--- src/rtl/id_stage.sv ---
// id_stage: decode/issue stage in front of the execute ALU.
// Captures one RV32I ALU-subset instruction, reads its operands from a
// combinational register file and issues it with a one-cycle ex_en strobe.
// Optional feature: define ID_HAZARD_EN to add a 32-bit register scoreboard
// that holds issue in READ on read-after-write hazards until writeback.
module id_stage (
   input  logic        clk,
   input  logic        rst,
   input  logic        if_valid,
   input  logic [31:0] if_inst,
   input  logic [31:0] if_pc,
   output logic        id_ready,
   output logic [4:0]  rf_raddr1,
   output logic [4:0]  rf_raddr2,
   input  logic [31:0] rf_rdata1,
   input  logic [31:0] rf_rdata2,
   input  logic        wb_done,
   input  logic [4:0]  wb_rd,
   output logic        ex_en,
   output logic        pc_en,
   output logic        imm_en,
   output logic [31:0] pc,
   output logic [31:0] reg_1,
   output logic [31:0] reg_2,
   output logic [31:0] imm,
   output logic [2:0]  aluop,
   output logic [4:0]  rd,
   output logic        rd_we,
   output logic        illegal
);

   localparam logic [2:0] ALU_OR  = 3'd0;
   localparam logic [2:0] ALU_AND = 3'd1;
   localparam logic [2:0] ALU_XOR = 3'd2;
   localparam logic [2:0] ALU_ADD = 3'd3;
   localparam logic [2:0] ALU_SUB = 3'd4;

   localparam logic [6:0] OPC_OP    = 7'b0110011;
   localparam logic [6:0] OPC_OPIMM = 7'b0010011;
   localparam logic [6:0] OPC_LUI   = 7'b0110111;
   localparam logic [6:0] OPC_AUIPC = 7'b0010111;

   typedef enum logic [1:0] {S_IDLE, S_READ, S_SETUP, S_FIRE} state_t;

   state_t      state, state_nx;
   logic [31:0] inst_q, pc_q;
   logic        load;

   logic        dec_legal, dec_pc_en, dec_imm_en, dec_lui;
   logic        use_rs1, use_rs2;
   logic [2:0]  dec_op;
   logic [31:0] dec_imm;
   logic        hazard;

   logic [6:0]  opc;
   logic [2:0]  f3;
   logic [6:0]  f7;
   assign opc = inst_q[6:0];
   assign f3  = inst_q[14:12];
   assign f7  = inst_q[31:25];

   // Decode the captured instruction into ALU controls and immediate
   always_comb begin
      dec_legal  = 1'b0;
      dec_op     = ALU_ADD;
      dec_pc_en  = 1'b0;
      dec_imm_en = 1'b0;
      dec_imm    = 32'h0;
      dec_lui    = 1'b0;
      use_rs1    = 1'b0;
      use_rs2    = 1'b0;
      case (opc)
         OPC_OP: begin
            use_rs1 = 1'b1;
            use_rs2 = 1'b1;
            if (f7 == 7'b0000000) begin
               dec_legal = 1'b1;
               case (f3)
                  3'b000:  dec_op = ALU_ADD;
                  3'b100:  dec_op = ALU_XOR;
                  3'b110:  dec_op = ALU_OR;
                  3'b111:  dec_op = ALU_AND;
                  default: dec_legal = 1'b0;
               endcase
            end else if (f7 == 7'b0100000 && f3 == 3'b000) begin
               dec_legal = 1'b1;
               dec_op    = ALU_SUB;
            end
         end
         OPC_OPIMM: begin
            use_rs1    = 1'b1;
            dec_imm_en = 1'b1;
            dec_imm    = {{20{inst_q[31]}}, inst_q[31:20]};
            dec_legal  = 1'b1;
            case (f3)
               3'b000:  dec_op = ALU_ADD;
               3'b100:  dec_op = ALU_XOR;
               3'b110:  dec_op = ALU_OR;
               3'b111:  dec_op = ALU_AND;
               default: dec_legal = 1'b0;
            endcase
         end
         OPC_LUI: begin
            dec_legal  = 1'b1;
            dec_lui    = 1'b1;
            dec_imm_en = 1'b1;
            dec_imm    = {inst_q[31:12], 12'h000};
         end
         OPC_AUIPC: begin
            dec_legal  = 1'b1;
            dec_pc_en  = 1'b1;
            dec_imm_en = 1'b1;
            dec_imm    = {inst_q[31:12], 12'h000};
         end
         default: dec_legal = 1'b0;
      endcase
   end

   // Register-file addresses are only presented while reading
   always_comb begin
      rf_raddr1 = 5'd0;
      rf_raddr2 = 5'd0;
      if (state == S_READ) begin
         rf_raddr1 = dec_lui ? 5'd0 : inst_q[19:15];
         rf_raddr2 = inst_q[24:20];
      end
   end

`ifdef ID_HAZARD_EN
   logic [31:0] sb;

   // Scoreboard: clear on writeback, set on issue; set wins on a collision
   always_ff @(posedge clk or negedge rst) begin
      if (!rst) begin
         sb <= 32'h0;
      end else begin
         if (wb_done && wb_rd != 5'd0) sb[wb_rd] <= 1'b0;
         if (state == S_FIRE && rd_we) sb[rd] <= 1'b1;
      end
   end

   assign hazard = (use_rs1 && sb[inst_q[19:15]]) || (use_rs2 && sb[inst_q[24:20]]);
`else
   // Without the scoreboard, software schedules around hazards
   logic wb_unused;
   assign wb_unused = ^{wb_done, wb_rd, use_rs1, use_rs2};
   assign hazard    = 1'b0;
`endif

   // Next-state logic, reject pulse and operand-load enable
   always_comb begin
      state_nx = state;
      illegal  = 1'b0;
      load     = 1'b0;
      case (state)
         S_IDLE:  if (id_ready && if_valid) state_nx = S_READ;
         S_READ: begin
            if (!dec_legal) begin
               illegal  = 1'b1;
               state_nx = S_IDLE;
            end else if (!hazard) begin
               load     = 1'b1;
               state_nx = S_SETUP;
            end
         end
         S_SETUP: state_nx = S_FIRE;
         S_FIRE:  state_nx = S_IDLE;
         default: state_nx = S_IDLE;
      endcase
   end

   // State plus registered handshake/strobe so ex_en is a clean flop output
   always_ff @(posedge clk or negedge rst) begin
      if (!rst) begin
         state    <= S_IDLE;
         id_ready <= 1'b0;
         ex_en    <= 1'b0;
      end else begin
         state    <= state_nx;
         id_ready <= (state_nx == S_IDLE);
         ex_en    <= (state_nx == S_FIRE);
      end
   end

   // Capture the fetched instruction on the accept handshake
   always_ff @(posedge clk or negedge rst) begin
      if (!rst) begin
         inst_q <= 32'h0;
         pc_q   <= 32'h0;
      end else if (state == S_IDLE && id_ready && if_valid) begin
         inst_q <= if_inst;
         pc_q   <= if_pc;
      end
   end

   // Operand outputs load once in READ and then hold until the next load
   always_ff @(posedge clk or negedge rst) begin
      if (!rst) begin
         pc     <= 32'h0;
         reg_1  <= 32'h0;
         reg_2  <= 32'h0;
         imm    <= 32'h0;
         aluop  <= 3'd0;
         pc_en  <= 1'b0;
         imm_en <= 1'b0;
         rd     <= 5'd0;
         rd_we  <= 1'b0;
      end else if (load) begin
         pc     <= pc_q;
         reg_1  <= dec_lui ? 32'h0 : rf_rdata1;
         reg_2  <= rf_rdata2;
         imm    <= dec_imm;
         aluop  <= dec_op;
         pc_en  <= dec_pc_en;
         imm_en <= dec_imm_en;
         rd     <= inst_q[11:7];
         rd_we  <= (inst_q[11:7] != 5'd0);
      end
   end

endmodule

--- config.mk ---
export PLATFORM = sky130hd
export DESIGN_NAME = id_stage
export DESIGN_NICKNAME = d
export VERILOG_FILES = /design/src/rtl/id_stage.sv
export SDC_FILE = /design/constraint.sdc
export NUM_CORES = 1
export LEC_CHECK = 0
export BUFFER_PORTS_ARGS = -buffer_cell sky130_fd_sc_hd__buf_2
export CORE_ASPECT_RATIO = 0.9
export CORE_MARGIN = 1
export CORE_UTILIZATION = 45
export DETAILED_ROUTE_END_ITERATION = 8
export PLACE_DENSITY = 0.78
export SLEW_MARGIN = 20
export SYNTH_ARGS = -nofsm -noshare
export SYNTH_HDL_FRONTEND = slang
export SYNTH_SLANG_ARGS = --single-unit
--- constraint.sdc ---
create_clock -name clk -period 2.4 [get_ports clk]
set_input_delay 0.72 -clock clk [delete_from_list [all_inputs] [get_ports clk]]
set_output_delay 0.72 -clock clk [all_outputs]
set_load 0.005 [all_outputs]
# [Word-level counts from Yosys, hierarchy flattened]
# Cells that the tools add are included.
[totals] regBits=207 latchBits=0 mem_bits_rw=0 rom_bits=0 in_bits=137 elab_cells=61 n_memories=0
[op_classes] add_sub_neg=0 multipliers=0 div_mod_pow=0 n_lt_le_gt_ge=0 n_eq_ne=12 n_shift=0 mux=23 bitwise_logic=0 reduce_logical=12
[ops] operator="$pmux W32 S2" n=1
[ops] operator="$mux W32" n=1
[ops] operator="$eq A7 B6 Y1 const B" n=3
[ops] operator="$mux W5" n=3
[ops] operator="$eq A7 B5 Y1 const B" n=2
[ops] operator="$mux W1" n=10
[ops] operator="$eq A3 B3 Y1 const B" n=3
[ops] operator="$pmux W2 S4" n=1
[ops] operator="$logic_not A7 Y1" n=1
[ops] operator="$eq A2 B2 Y1 const B" n=3
[ops] operator="$mux W3" n=2
[ops] operator="$pmux W2 S3" n=1
[ops] operator="$pmux W3 S2" n=1
[ops] operator="$reduce_bool A5 Y1" n=1
[ops] operator="$logic_and A1 B1 Y1" n=4
[ops] operator="$logic_not A2 Y1" n=2
[ops] operator="$mux W2" n=2
[ops] operator="$reduce_or A4 Y1" n=1
[ops] operator="$logic_not A3 Y1" n=1
[ops] operator="$pmux W1 S3" n=1
[ops] operator="$reduce_or A3 Y1" n=1
[ops] operator="$eq A2 B1 Y1 const B" n=1
[ops] operator="$reduce_or A2 Y1" n=1

# [Logic depth before layout (Yosys ltp)]
[depth] ltp_word=8 ltp_mapped=7 mapped_depth_nobuf=5

# [Worst setup path before layout]
# OpenSTA, ideal clock, no wires.
[synth_path] path_kind="reg-to-reg" startpoint="register inst_q[6]" endpoint="register pc[27]" setup_time_ns=0.127 arrival_ns=2.188 required_time_ns=2.273 path_slack_ns=0.084 stages_incl_launch_ff=8 path_buffers=3 period_less_slack_ns=2.316 path_cell_list="dfrtp_1 > or3b_1 > or2_2 > clkbuf_1 > a211oi_2 > buf_4 > buf_6 > mux2_1"
[synth_via] elab_chain_cells=5
[synth_lines] item="from (decl)" line="46" text="logic [31:0] inst_q, pc_q;"
[synth_lines] item="from (signal assigned)" line="191" text="inst_q <= if_inst;"
[synth_lines] item="$eq A7 B5 Y1 / $eq A7 B6 Y1 (equally long branches)" line="72" text="case (opc)"
[synth_lines] item="$reduce_or A2 Y1 (no source line)"
[synth_lines] item="$pmux W1 S3 *" line="72"
[synth_lines] item="$mux W1 *" line="158" text="if (!dec_legal) begin"
[synth_lines] item="$mux W1 *" line="155" text="case (state)"
[synth_lines] item="to (signal assigned)" line="209" text="pc <= pc_q;"
[synth_lines] item="to (decl)" line="22" text="output logic [31:0] pc,"
# Mark *: on every way between the ends. The rest lies on a longest branch, timed or not.
# A chain may end at the register's enable or synchronous reset.

# [Worst setup path in the final report]
[layout_path] startpoint="register inst_q[29]" endpoint="output port illegal"
[layout_via] elab_chain_cells=7
[layout_lines] item="$eq A7 B6 Y1" line="85" text="end else if (f7 == 7'b0100000 && f3 == 3'b000) begin"
[layout_lines] item="$logic_and A1 B1 Y1" line="85"
[layout_lines] item="$mux W1" line="85"
[layout_lines] item="$mux W1 *" line="76" text="if (f7 == 7'b0000000) begin"
[layout_lines] item="$pmux W1 S3 *" line="72"
[layout_lines] item="$mux W1 *" line="158"
[layout_lines] item="$mux W1 *" line="155"
[layout_lines] item="to (decl)" line="29" text="output logic illegal"
# Marked as above.

==> impl_metrics.yaml <==
power_and_ir_drop:
  seq_power_share: 0.446
  power_leakage_uw: 0.00619
  p_int_uw: 8980
  combPwrFrac: 0.288
  clkPwrFrac: 0.265
  power_uw: 12700
  p_switching_uw: 3670
  swShare: 0.290
  ir_drop_mv: 0.916
  power_density_nw_per_um2: 1030
clock_network:
  insertion_delay_ns: 0.51
  clock_sinks: 207
  tritoncts: "done"
  clk_pin_slew_ns: 0.05
  htree_levels: 1
  numCtsBuffers: 23
  hold_buffers: 0
  clock-root-buffer: "clkbuf_16"
  cts_buffer_depth: 3
finish:
  design_area_sq_um: 12300
  synthToLayoutAreaGrowth_pct: 47.0
  finalNonFillerCells: 1240
  drive_above_1_share: 0.561
  fin_nets: 1122
place:
  dpl_worst_slack_ns: -0.0734
  dpl_cell_area_sq_um: 10300
  dp.cells: 1148
  routabilityCongestion: 0.806
  io_buffers: 282
  dp_hpwl_um: 14000
drt:
  drc: 0
  first_iter_violations: 237
  num_vias: 6154
  vias_per_cell: 4.96
  drt-wirelength-per-cell_um: 18.4
  antenna_left: 0
  drt_first_pass_iters: 4
  wl_um: 22800
logic_synthesis:
  ys_seq_area_frac: 0.619
  syn_avg_cell_area_sq_um: 13.4
  syn_inst: 623
  synth_area_sq_um: 8370
  yosysWarnings: 0
  synth-seq-cells: 207
  synth_fp_nets: 760
  yosysUniqueCellTypes: 31
setup_path:
  path_depth: 6
  reg2reg_depth: 11
  critPathSlowestCell: "or4_4"
  cp_max_fo: 3
  path_buf_inv: 1
  critPathTopFamily: "simple AND/OR/NAND/NOR gates"
  required_ns: 1.68
  slowest_delay_ns: 0.57
  crit_chain: "or4_4, nor4_4, o21ai_2, a21oi_1, nor2_1, buf_2"
  critPathKind: "register to output pin"
  worst_ep_arrival_time_ns: 2.06
  endpoint_kind: "output pin"
  cp-start-kind: "register"
hold_path:
  min_path_type: "primary input to async pin"
timing:
  rsz0062_at_grt: "true"
  drv_slew: 0
  fin_skew_ns: 0.0198
  tns_ns: -19.48
  setup_violations: 143
  tightest_slew_ns: 0.570
  period_minus_slack_ns: 2.78
  final_hold_viol_count: 0
  max_freq_ghz: 0.359
  period_share: 1.16
  fin_ws_ns: -0.382
  max_slew_margin: 0.620
floorplanning:
  start_util: 0.468
  fp.dieH_um: 131
  io-pin-count: 289
  row_count: 46
  dieArea_sq_um: 19200
  die_width_um: 146
  design.core.area_sq_um: 17900
grt:
  grt.total_usage: 0.243
  overflow: 0
  grt_pass1_wl_um: 36800
  antenna_found_initial: 3
  first_global_vias: 6781
  grt_max_degree: 68
status:
  violations: "setup timing"
  status: "finished with violations"
run:
  maxCapViolCount: 0
## repair_timing
action | CTS | global route
resized for setup | 122 | 26
setup buffers | 46 | 6
setup endpoints to repair | 143 | 147
cloned | 14 | 0
pin swaps | 5 | 6
## power groups by stage
stage               clock, uW  combinational (uW)  sequential (uW)
global route             3580                3940             5810
floorplan                   0                1500             5530
global placement            0                2980             5500
detailed placement          0                3080             5570
finish                   3360                3650             5640
CTS                      3430                3540             5580
## sequential cells by signal (all words and copies together) (netlist names)
name      flops
imm          32
inst_q       32
pc           32
pc_q         32
reg_1        32
reg_2        32
rd            5
aluop         3
state         2
ex_en         1
id_ready      1
imm_en        1
pc_en         1
rd_we         1
## metal layers
layer  wire [um]  vias to the layer above  part of all wire  global-route usage
met4         540                        2             0.024              0.0754
met1        9330                     3076              0.41               0.301
met2       11400                      219              0.50               0.419
met5          17                        -           0.00075                   0
met3        1490                       46             0.066              0.0597
li1            -                     2811                 -                   -
## stage by stage
step | hold WS (ns) | util
6_report | 0.214 | 0.687
5_1_grt | 0.243 | 0.687
4_1_cts | 0.215 | 0.683
3_5_place_dp | 0.469 | 0.577
3_3_place_gp | 0.463 | 0.577
2_1_floorplan | 0.424 | -
## final cells by class
class,count,area (sq um)
clock buffer,32,649
tap,240,300
antenna,2,5.00
multi-input combinational,319,3160
clock inverter,6,65.1
fill,1265,5590
inverter,65,244
sequential,207,5180
timing repair buffer,369,2700
## synth_stat cells (all sizes together)
library cell / number / area (sq um)
nand3: 1 / 5.00
buf: 15 / 111
o21ai: 3 / 15.0
and2: 7 / 43.8
nand2b: 1 / 6.26
nor2b: 2 / 12.5
nand4: 2 / 12.5
mux2i: 64 / 641
nor4: 4 / 31.3
a211oi: 1 / 12.5
nor4b: 1 / 8.76
nor2: 5 / 18.8
dfrtp: 207 / 5180
or4: 1 / 7.51
clkbuf: 17 / 63.8
nand2: 51 / 191
a21oi: 22 / 110
nor3: 5 / 25.0
o41ai: 1 / 8.76
a211o: 1 / 8.76
or2: 2 / 12.5
or3b: 1 / 8.76
a2111oi: 1 / 8.76
mux2: 138 / 1550
and3: 5 / 31.3
inv: 65 / 244
## placed cells by master, fill, tap and decap left out, types with 4 or more instances in the layout
cell	count
and3_4	4
buf_6	15
mux2i_1	59
clkbuf_8	5
inv_1	65
a21oi_1	22
and2_1	7
mux2i_2	5
clkbuf_1	5
buf_8	7
mux2_2	63
buf_12	20
buf_16	13
nand2_1	50
nor2_1	5
buf_2	277
dfrtp_1	207
buf_4	36
clkbuf_16	23
mux2_4	72
## final timing paths
path / startpoint / endpoint / slack [ns]
max: inst_q[29] / illegal / -0.38
min: rst / imm[23] / 0.21
max reg2reg: inst_q[29] / reg_1[5] / -0.26
min reg2reg: pc[13] / pc[13] / 0.48
max in group asynchronous: rst / aluop[0] / 1.50
min in group clk: if_inst[6] / inst_q[6] / 0.44
## logic make-up after synthesis
kind of cell,count (synthesis),share of synthesized area
buf+inv,97,0.0501
flops,207,0.619
mux,202,0.262
compound gates,29,0.0196
simple gates,88,0.0496
No activity file was read; power rests on OpenSTA's default activity.
